<file path="src/rtl/rf_write_arbiter.sv">
`default_nettype none
// +--------------------------------------------------------------------------+
// | Module      : rf_write_arbiter                                           |
// | Description : Shares one register-file write port between two writeback |
// |               requesters and keeps a per-register pending scoreboard.   |
// |               Optional: RF_ARB_RR_EN (round-robin ties; else req1 wins). |
// | Revision    : 1.0                                                        |
// +--------------------------------------------------------------------------+
module rf_write_arbiter #(
  parameter int DATA_W = 32,
  parameter int ADDR_W = 4,
  parameter int NREGS  = 2**ADDR_W
) (
  input  logic              clk,
  input  logic              reset,
  input  logic              req0_valid,
  input  logic [ADDR_W-1:0] req0_addr,
  input  logic [DATA_W-1:0] req0_data,
  output logic              req0_ready,
  input  logic              req1_valid,
  input  logic [ADDR_W-1:0] req1_addr,
  input  logic [DATA_W-1:0] req1_data,
  output logic              req1_ready,
  input  logic              claim_en,
  input  logic [ADDR_W-1:0] claim_addr,
  input  logic [ADDR_W-1:0] chk_addr1,
  input  logic [ADDR_W-1:0] chk_addr2,
  output logic              chk_busy1,
  output logic              chk_busy2,
  output logic [NREGS-1:0]  pending,
  output logic              claim_err,
  output logic              wr_en,
  output logic [ADDR_W-1:0] write_addr,
  output logic [DATA_W-1:0] write_data
);

  logic              grant0;
  logic              grant1;
  logic              wr_en_d,      wr_en_q;
  logic [ADDR_W-1:0] write_addr_d, write_addr_q;
  logic [DATA_W-1:0] write_data_d, write_data_q;
  logic [NREGS-1:0]  pending_d,    pending_q;
  logic              claim_err_d,  claim_err_q;

`ifdef RF_ARB_RR_EN
  // Index of the requester granted most recently; 1 lets req0 win the first tie.
  logic              last_grant_d, last_grant_q;

  always_comb begin
    grant0 = 1'b0;
    grant1 = 1'b0;
    if (!reset) begin
      if (req0_valid && req1_valid) begin
        grant0 = last_grant_q;
        grant1 = !last_grant_q;
      end else begin
        grant0 = req0_valid;
        grant1 = req1_valid;
      end
    end
  end

  always_comb begin
    last_grant_d = last_grant_q;
    if (grant1) begin
      last_grant_d = 1'b1;
    end else if (grant0) begin
      last_grant_d = 1'b0;
    end
  end

  always_ff @(posedge clk) begin
    if (reset) begin
      last_grant_q <= 1'b1;
    end else begin
      last_grant_q <= last_grant_d;
    end
  end
`else
  always_comb begin
    grant0 = 1'b0;
    grant1 = 1'b0;
    if (!reset) begin
      grant1 = req1_valid;
      grant0 = req0_valid && !req1_valid;
    end
  end
`endif

  always_comb begin
    wr_en_d      = grant0 | grant1;
    write_addr_d = write_addr_q;
    write_data_d = write_data_q;
    if (grant1) begin
      write_addr_d = req1_addr;
      write_data_d = req1_data;
    end else if (grant0) begin
      write_addr_d = req0_addr;
      write_data_d = req0_data;
    end
  end

  // Clear on the commit edge, then apply the claim so a same-address claim wins.
  always_comb begin
    pending_d = pending_q;
    if (wr_en_q) begin
      pending_d[write_addr_q] = 1'b0;
    end
    if (claim_en) begin
      pending_d[claim_addr] = 1'b1;
    end
    claim_err_d = claim_err_q |
                  (claim_en && pending_q[claim_addr] &&
                   !(wr_en_q && (write_addr_q == claim_addr)));
  end

  always_ff @(posedge clk) begin
    if (reset) begin
      wr_en_q      <= 1'b0;
      write_addr_q <= '0;
      write_data_q <= '0;
      pending_q    <= '0;
      claim_err_q  <= 1'b0;
    end else begin
      wr_en_q      <= wr_en_d;
      write_addr_q <= write_addr_d;
      write_data_q <= write_data_d;
      pending_q    <= pending_d;
      claim_err_q  <= claim_err_d;
    end
  end

  // A write still registered when reset rises must not reach the register file.
  assign wr_en      = wr_en_q & ~reset;
  assign write_addr = write_addr_q;
  assign write_data = write_data_q;
  assign req0_ready = grant0;
  assign req1_ready = grant1;
  assign pending    = pending_q;
  assign claim_err  = claim_err_q;
  assign chk_busy1  = pending_q[chk_addr1];
  assign chk_busy2  = pending_q[chk_addr2];

endmodule
`default_nettype wire

</file>
<file path="config.mk">
export PLATFORM = sky130hd
export DESIGN_NAME = rf_write_arbiter
export DESIGN_NICKNAME = d
export VERILOG_FILES = /design/src/rtl/rf_write_arbiter.sv
export SDC_FILE = /design/constraint.sdc
export NUM_CORES = 1
export LEC_CHECK = 0
export ABC_AREA = 1
export CORE_UTILIZATION = 39
export DETAILED_ROUTE_END_ITERATION = 7
export PLACE_DENSITY = 0.79
export RECOVER_POWER = 25
export SETUP_SLACK_MARGIN = 0.1
export SLEW_MARGIN = 20
export SYNTH_ARGS = -nofsm -noshare
export SYNTH_HDL_FRONTEND = slang
export SYNTH_SLANG_ARGS = --single-unit
export TNS_END_PERCENT = 10
</file>
<file path="constraint.sdc">
create_clock -name clk -period 1.5 [get_ports clk]
set_input_delay 0.225 -clock clk [delete_from_list [all_inputs] [get_ports clk]]
set_output_delay 0.225 -clock clk [all_outputs]
set_load 0.005 [all_outputs]
</file>
Word-level counts from Yosys, hierarchy flattened
Cells that the tools add are included.
{ "word_totals": {"wordCells": 46, "register_bits": 54, "input_bits": 89, "out_inout_bits": 58} }
{ "classes": {"eq_ne": 1, "magnitude_cmp": 6, "muxes": 18, "bitwise_logic": 7, "n_reduce_logical": 9} }
{ "ops": {"columns": ["operator", "count"], "rows": [
  ["$mux 32", 2],
  ["$mux 16", 2],
  ["$lt 4x5->1 const B", 4],
  ["$and 16x16->16", 1],
  ["$not 16->16", 1],
  ["$or 16x16->16", 1],
  ["$bmux 1 s4", 3],
  ["$demux 1 s4", 2],
  ["$ge 4x1->1 const B", 2],
  ["$mux 4", 2],
  ["$mux 1", 7],
  ["$logic_and 1x1->1", 6],
  ["$eq 4x4->1", 1],
  ["$logic_not 1->1", 2],
  ["$or 1x1->1", 2],
  ["$reduce_bool 2->1", 1],
  ["$and 1x1->1", 1],
  ["$not 1->1", 1]
]} }

Longest topological paths before layout
{ "logic_depth": {"ltp_word": 9, "depth_mapped": 10, "ltp_nobuf": 9} }

Worst setup path after synthesis
Ideal clock, no wire load.
{ "synth_path": {"kind": "input to output", "startpoint": "input port chk_addr1[0]", "endpoint": "output port chk_busy1", "required_time_ns": 1.275, "arrival_time_ns": 1.002, "path_slack_ns": 0.273, "n_path_buf": 2, "stages": 6, "cell_sequence": "clkbuf_1 -> buf_2 -> o211ai_1 -> nand3_1 -> nand2_1 -> o21ai_0"} }
{ "synth_via": {"elab_chain_cells": 2} }
{ "synth_rtl": {"columns": ["element", "line", "text"], "rows": [
  ["from (decl)", "26", "input logic [ADDR_W-1:0] chk_addr1,"],
  ["$bmux 1 s4", "141", "assign chk_busy1 = pending_q[chk_addr1];"],
  ["$mux 1 (not written as such)", "141", null],
  ["to (decl)", "28", "output logic chk_busy1,"]
]} }
Every way passes these cells. The select of a mux whose other input is x is not followed.

Worst setup path after layout
{ "layout_path": {"startpoint": "register pending_q[6] (netlist: pending[6])", "endpoint": "output port chk_busy2"} }
{ "layout_via": {"elab_chain_cells": 2} }
{ "layout_rtl": {"columns": ["element", "line", "text"], "rows": [
  ["from (decl)", "42", "logic [NREGS-1:0] pending_d, pending_q;"],
  ["from (signal assigned)", "128", "pending_q <= pending_d;"],
  ["$bmux 1 s4", "142", "assign chk_busy2 = pending_q[chk_addr2];"],
  ["$mux 1 (not written as such)", "142", null],
  ["to (decl)", "29", "output logic chk_busy2,"]
]} }
Every way passes these cells. The select of a mux whose other input is x is not followed.

==> impl_summary.md <==
Routing
For this block, the initial DRC count from the detailed router was 190. After detailed routing, the number of vias per cell comes to just over 5. The post-detailed-route count of antenna-violating nets is 0.

The detailed-route wire length per cell is 14.1 um. Before antenna repair, the detailed router went through 5 iterations. The final route contains 3513 vias. The total DRC errors in the routed layout is 0. The routed design has approximately 9.7 mm of wire.

Hold path
The min-delay analysis places its worst path in the category in -> reg.

Timing
The share of the cycle needed by the critical path after routing is 102%. The number of hold violations in the final report is 0. On the final layout, the worst hold slack is 404 ps. The transition time at the pin with the least slew margin is 351 ps. Setup repair after global routing could not meet its margin everywhere.

The upper clock frequency limit is 656 MHz. The final sum of negative setup slack is -23.6 ps. Subtracting the final worst setup slack from the clock period gives 1520 ps.

Setup violations remaining at the end of the flow were counted as 1. Headroom to the max-slew limit came out at 76.6%. Between clock sinks in the finished design, the worst skew comes to 6.82 ps. Across all setup checks in the final design, the least slack found is -23.6 ps. The count of pins over their slew limit is 0.

Worst setup path
For the worst setup path, the data arrival time is 1300 ps. In this run the worst path has a maximum fanout of 5. The element type at the critical path end is a primary output. STA classifies the critical path startpoint as a flop.

The worst path required time is 1270 ps. The category of the critical setup timing path is reg -> out.

Placed design
Detailed placement ended at an HPWL of between 7 and 8 mm. Input and output buffers added on the ports amount to 146. The placer congestion estimate is between 0.9 and 1.

The post-placement worst setup slack is -557 ps.

Synth
The synthesized-area fraction occupied by adder cells is 0%. By area, the combinational part of the netlist is dominated by simple AND/OR/NAND/NOR gates. In the post-synthesis netlist, the biggest area contributors are sky130_fd_sc_hd__dfxtp_1 39%, sky130_fd_sc_hd__nand2_1 21%, sky130_fd_sc_hd__a31oi_1 6.6%, sky130_fd_sc_hd__a21oi_1 6.2%, sky130_fd_sc_hd__o21ai_0 5.5%.

The synthesized netlist devotes 28.2% of its cell area to simple gates. The post-synthesis instance total is between 400 and 500. The number of enable flip-flop cells after synthesis is 0. Ranked by instance count, the synthesized netlist is headed by 156 x sky130_fd_sc_hd__nand2_1, 54 x sky130_fd_sc_hd__dfxtp_1, 34 x sky130_fd_sc_hd__a21oi_1. In this run the biggest area consumer among cell types represents roughly 39% of the synthesized area.

The number of distinct standard cells referenced by the synthesized netlist is 21. The per-instance average area after synthesis is 6.60 um^2. The sequential fraction of the synthesis area is 39.3%. The synthesized netlist devotes less than 1% of its cell area to XOR and XNOR gates. The largest area contributor in the netlist is sky130_fd_sc_hd__dfxtp_1. Counting flops with an async set or reset pin after synthesis yields a share of 0%. The mapped netlist covers 2750 um^2. Measured against the total synthesized area, the mux share comes to 0%. Among all flip-flop cells after synthesis, the most frequent one is sky130_fd_sc_hd__dfxtp_1. The number of nets in the synthesized netlist is between 500 and 600. The count of synthesis-stage warnings from yosys is 0. The synthesized netlist devotes 23.1% of its cell area to compound gates.

The dominant cell by count in the synthesized netlist is sky130_fd_sc_hd__nand2_1. The flip-flop and latch count after synthesis is 54.

CTS
The tree built by TritonCTS fans out to 54 sinks. The tree is rooted in a sky130_fd_sc_hd__clkbuf_8. TritonCTS built the clock tree. The clock passes through at most 2 buffers. The register clock-pin slew on the reported worst setup and hold paths is 100 ps. For the worst-skew pair, the clock arrives at the later sink with an insertion delay of 300 ps. For this design, the CTS-stage hold fixing added 0 buffers. TritonCTS created 5 clock buffers. The number of buffers inserted by post-CTS setup repair is 0. The number of H-tree branching levels is 2.

Outcome
The run finished, with violations left. The final reports fail on setup timing.

Finish
The repair_antennas step left the layout with diodes totalling 0. The utilization after layout is 68.5%. In the final layout, the share of cells above drive strength 1 is 16.8%. The layout has 608 filler cells. The relative area change from synthesis to final layout is 69.2%.

The final layout contains 677 nets.

GRT
met2 is the most crowded layer. The total global routing overflow is 0. The number of global-route vias before repair came to 3413. The number of antenna violations at the first check in global routing is 0. For this run, global-route usage on met2 was measured as between 40% and 50%.

Entering global routing, the biggest net connects 26 pins. The fraction of met1 tracks used by global routing is between 30% and 40%. The global-route wire length before repair is 15.7 mm. In the global route stage, met3 resource usage came out at 6.45%. The global-route usage over all layers is 26.8%.

Floorplanning
The site row count is 30. The die area is 7400 um^2. The floorplan die width is 86.0 um. During I/O placement, the number of pins put on the boundary was 147. The die is ~86 um tall.

The initial standard-cell utilization of the core is 40.5%. The area of the placeable core is 6790 um^2.

Flow run
The number of maximum-capacitance constraint violations is 0.

Pwr
The overall power consumption is 3290 uW. For this design the ratio of total power to cell area is between 700 and 800 nW/um^2. In this run the static leakage power is roughly 0.0021 uW. The peak ir drop on the vdd network is ~0.57 mV.
cells in the final DEF (no fill, tap or decap), types with 3 or more instances in the layout:
| master | instances |
|---|---|
| sky130_fd_sc_hd__a21oi_1 | 30 |
| sky130_fd_sc_hd__a21oi_2 | 4 |
| sky130_fd_sc_hd__a22oi_1 | 5 |
| sky130_fd_sc_hd__a31oi_1 | 29 |
| sky130_fd_sc_hd__buf_2 | 4 |
| sky130_fd_sc_hd__buf_4 | 41 |
| sky130_fd_sc_hd__clkbuf_8 | 8 |
| sky130_fd_sc_hd__clkdlybuf4s25_1 | 3 |
| sky130_fd_sc_hd__clkdlybuf4s50_1 | 95 |
| sky130_fd_sc_hd__dfxtp_1 | 24 |
| sky130_fd_sc_hd__dfxtp_2 | 25 |
| sky130_fd_sc_hd__dfxtp_4 | 5 |
| sky130_fd_sc_hd__dlygate4sd2_1 | 33 |
| sky130_fd_sc_hd__dlymetal6s2s_1 | 7 |
| sky130_fd_sc_hd__inv_1 | 23 |
| sky130_fd_sc_hd__inv_2 | 5 |
| sky130_fd_sc_hd__nand2_1 | 156 |
| sky130_fd_sc_hd__nand3_1 | 23 |
| sky130_fd_sc_hd__nor2_1 | 13 |
| sky130_fd_sc_hd__o211ai_1 | 9 |
| sky130_fd_sc_hd__o21ai_0 | 24 |
| sky130_fd_sc_hd__o21ai_1 | 9 |
repair_timing:
action | 4_1_cts | 5_1_grt
setup endpoints to repair | 36 | 39
resized for setup | 74 | 41
pin swaps | 2 | 5
gates cloned | 1 | 0
metrics by stage:
stage,instances,cell area [um^2]
after floorplan,417,2750
after global placement,676,4510
after detailed placement,676,4510
after CTS,685,4620
after global routing,685,4660
final,685,4660
layer usage:
layer / up-vias / routed length [um]
li1: 1736 / -
met1: 1587 / 3840
met2: 168 / 4810
met3: 22 / 812
met4: 0 / 234
met5: - / 0
where the power goes:
group          internal (uW)  total (uW)  switching, uW  leakage, uW
clock network            467         935            468    0.0000575
registers               1510        1560           51.5     0.000457
logic                    454         798            344      0.00157
critical path: stages, from the launching register on:
cell and delay [ps]:
sky130_fd_sc_hd__dfxtp_4 370, sky130_fd_sc_hd__o211ai_1 190, sky130_fd_sc_hd__nand3_1 110, sky130_fd_sc_hd__o211ai_1 100
sky130_fd_sc_hd__nand2_1 80, sky130_fd_sc_hd__buf_2 130
kinds of logic (layout without fill, tap and decap cells):
kind of cell           after synthesis  in the layout
AND/OR/NAND/NOR                    196            196
AO/OA/AOI/OAI                      112            112
flip-flops                          54             54
buffers and inverters               53            225
XOR/XNOR                             2              2
area by class of cell:
type                       count  area (um^2)  share of cell area (%)
sequential                    54         1130                    24.3
multi-input combinational    310         1450                    31.2
tap                           96          120                    2.58
inverter                      28          105                    2.26
timing repair buffer         189         1740                    37.3
clock buffer                   8          110                    2.36
registers in the layout, summed over array words and instances, names as in the netlist:
register / count
wr_en_q: 1
write_addr: 4
pending: 16
claim_err: 1
write_data: 32
path summary, 6_finish.rpt:
| check | start | end | slack, ps | cells after the start |
|---|---|---|---|---|
| worst min-delay path | reset | write_data[3]$_SDFFE_PP0P_ | 400 | 5 |
| worst max-delay path | pending[6]$_SDFF_PP0_ | chk_busy2 | -20 | 5 |
| worst min register to register | claim_err$_SDFF_PP0_ | claim_err$_SDFF_PP0_ | 460 | 2 |
| worst max register to register | pending[4]$_SDFF_PP0_ | claim_err$_SDFF_PP0_ | 300 | 9 |
(Power assumes the default switching activity.)
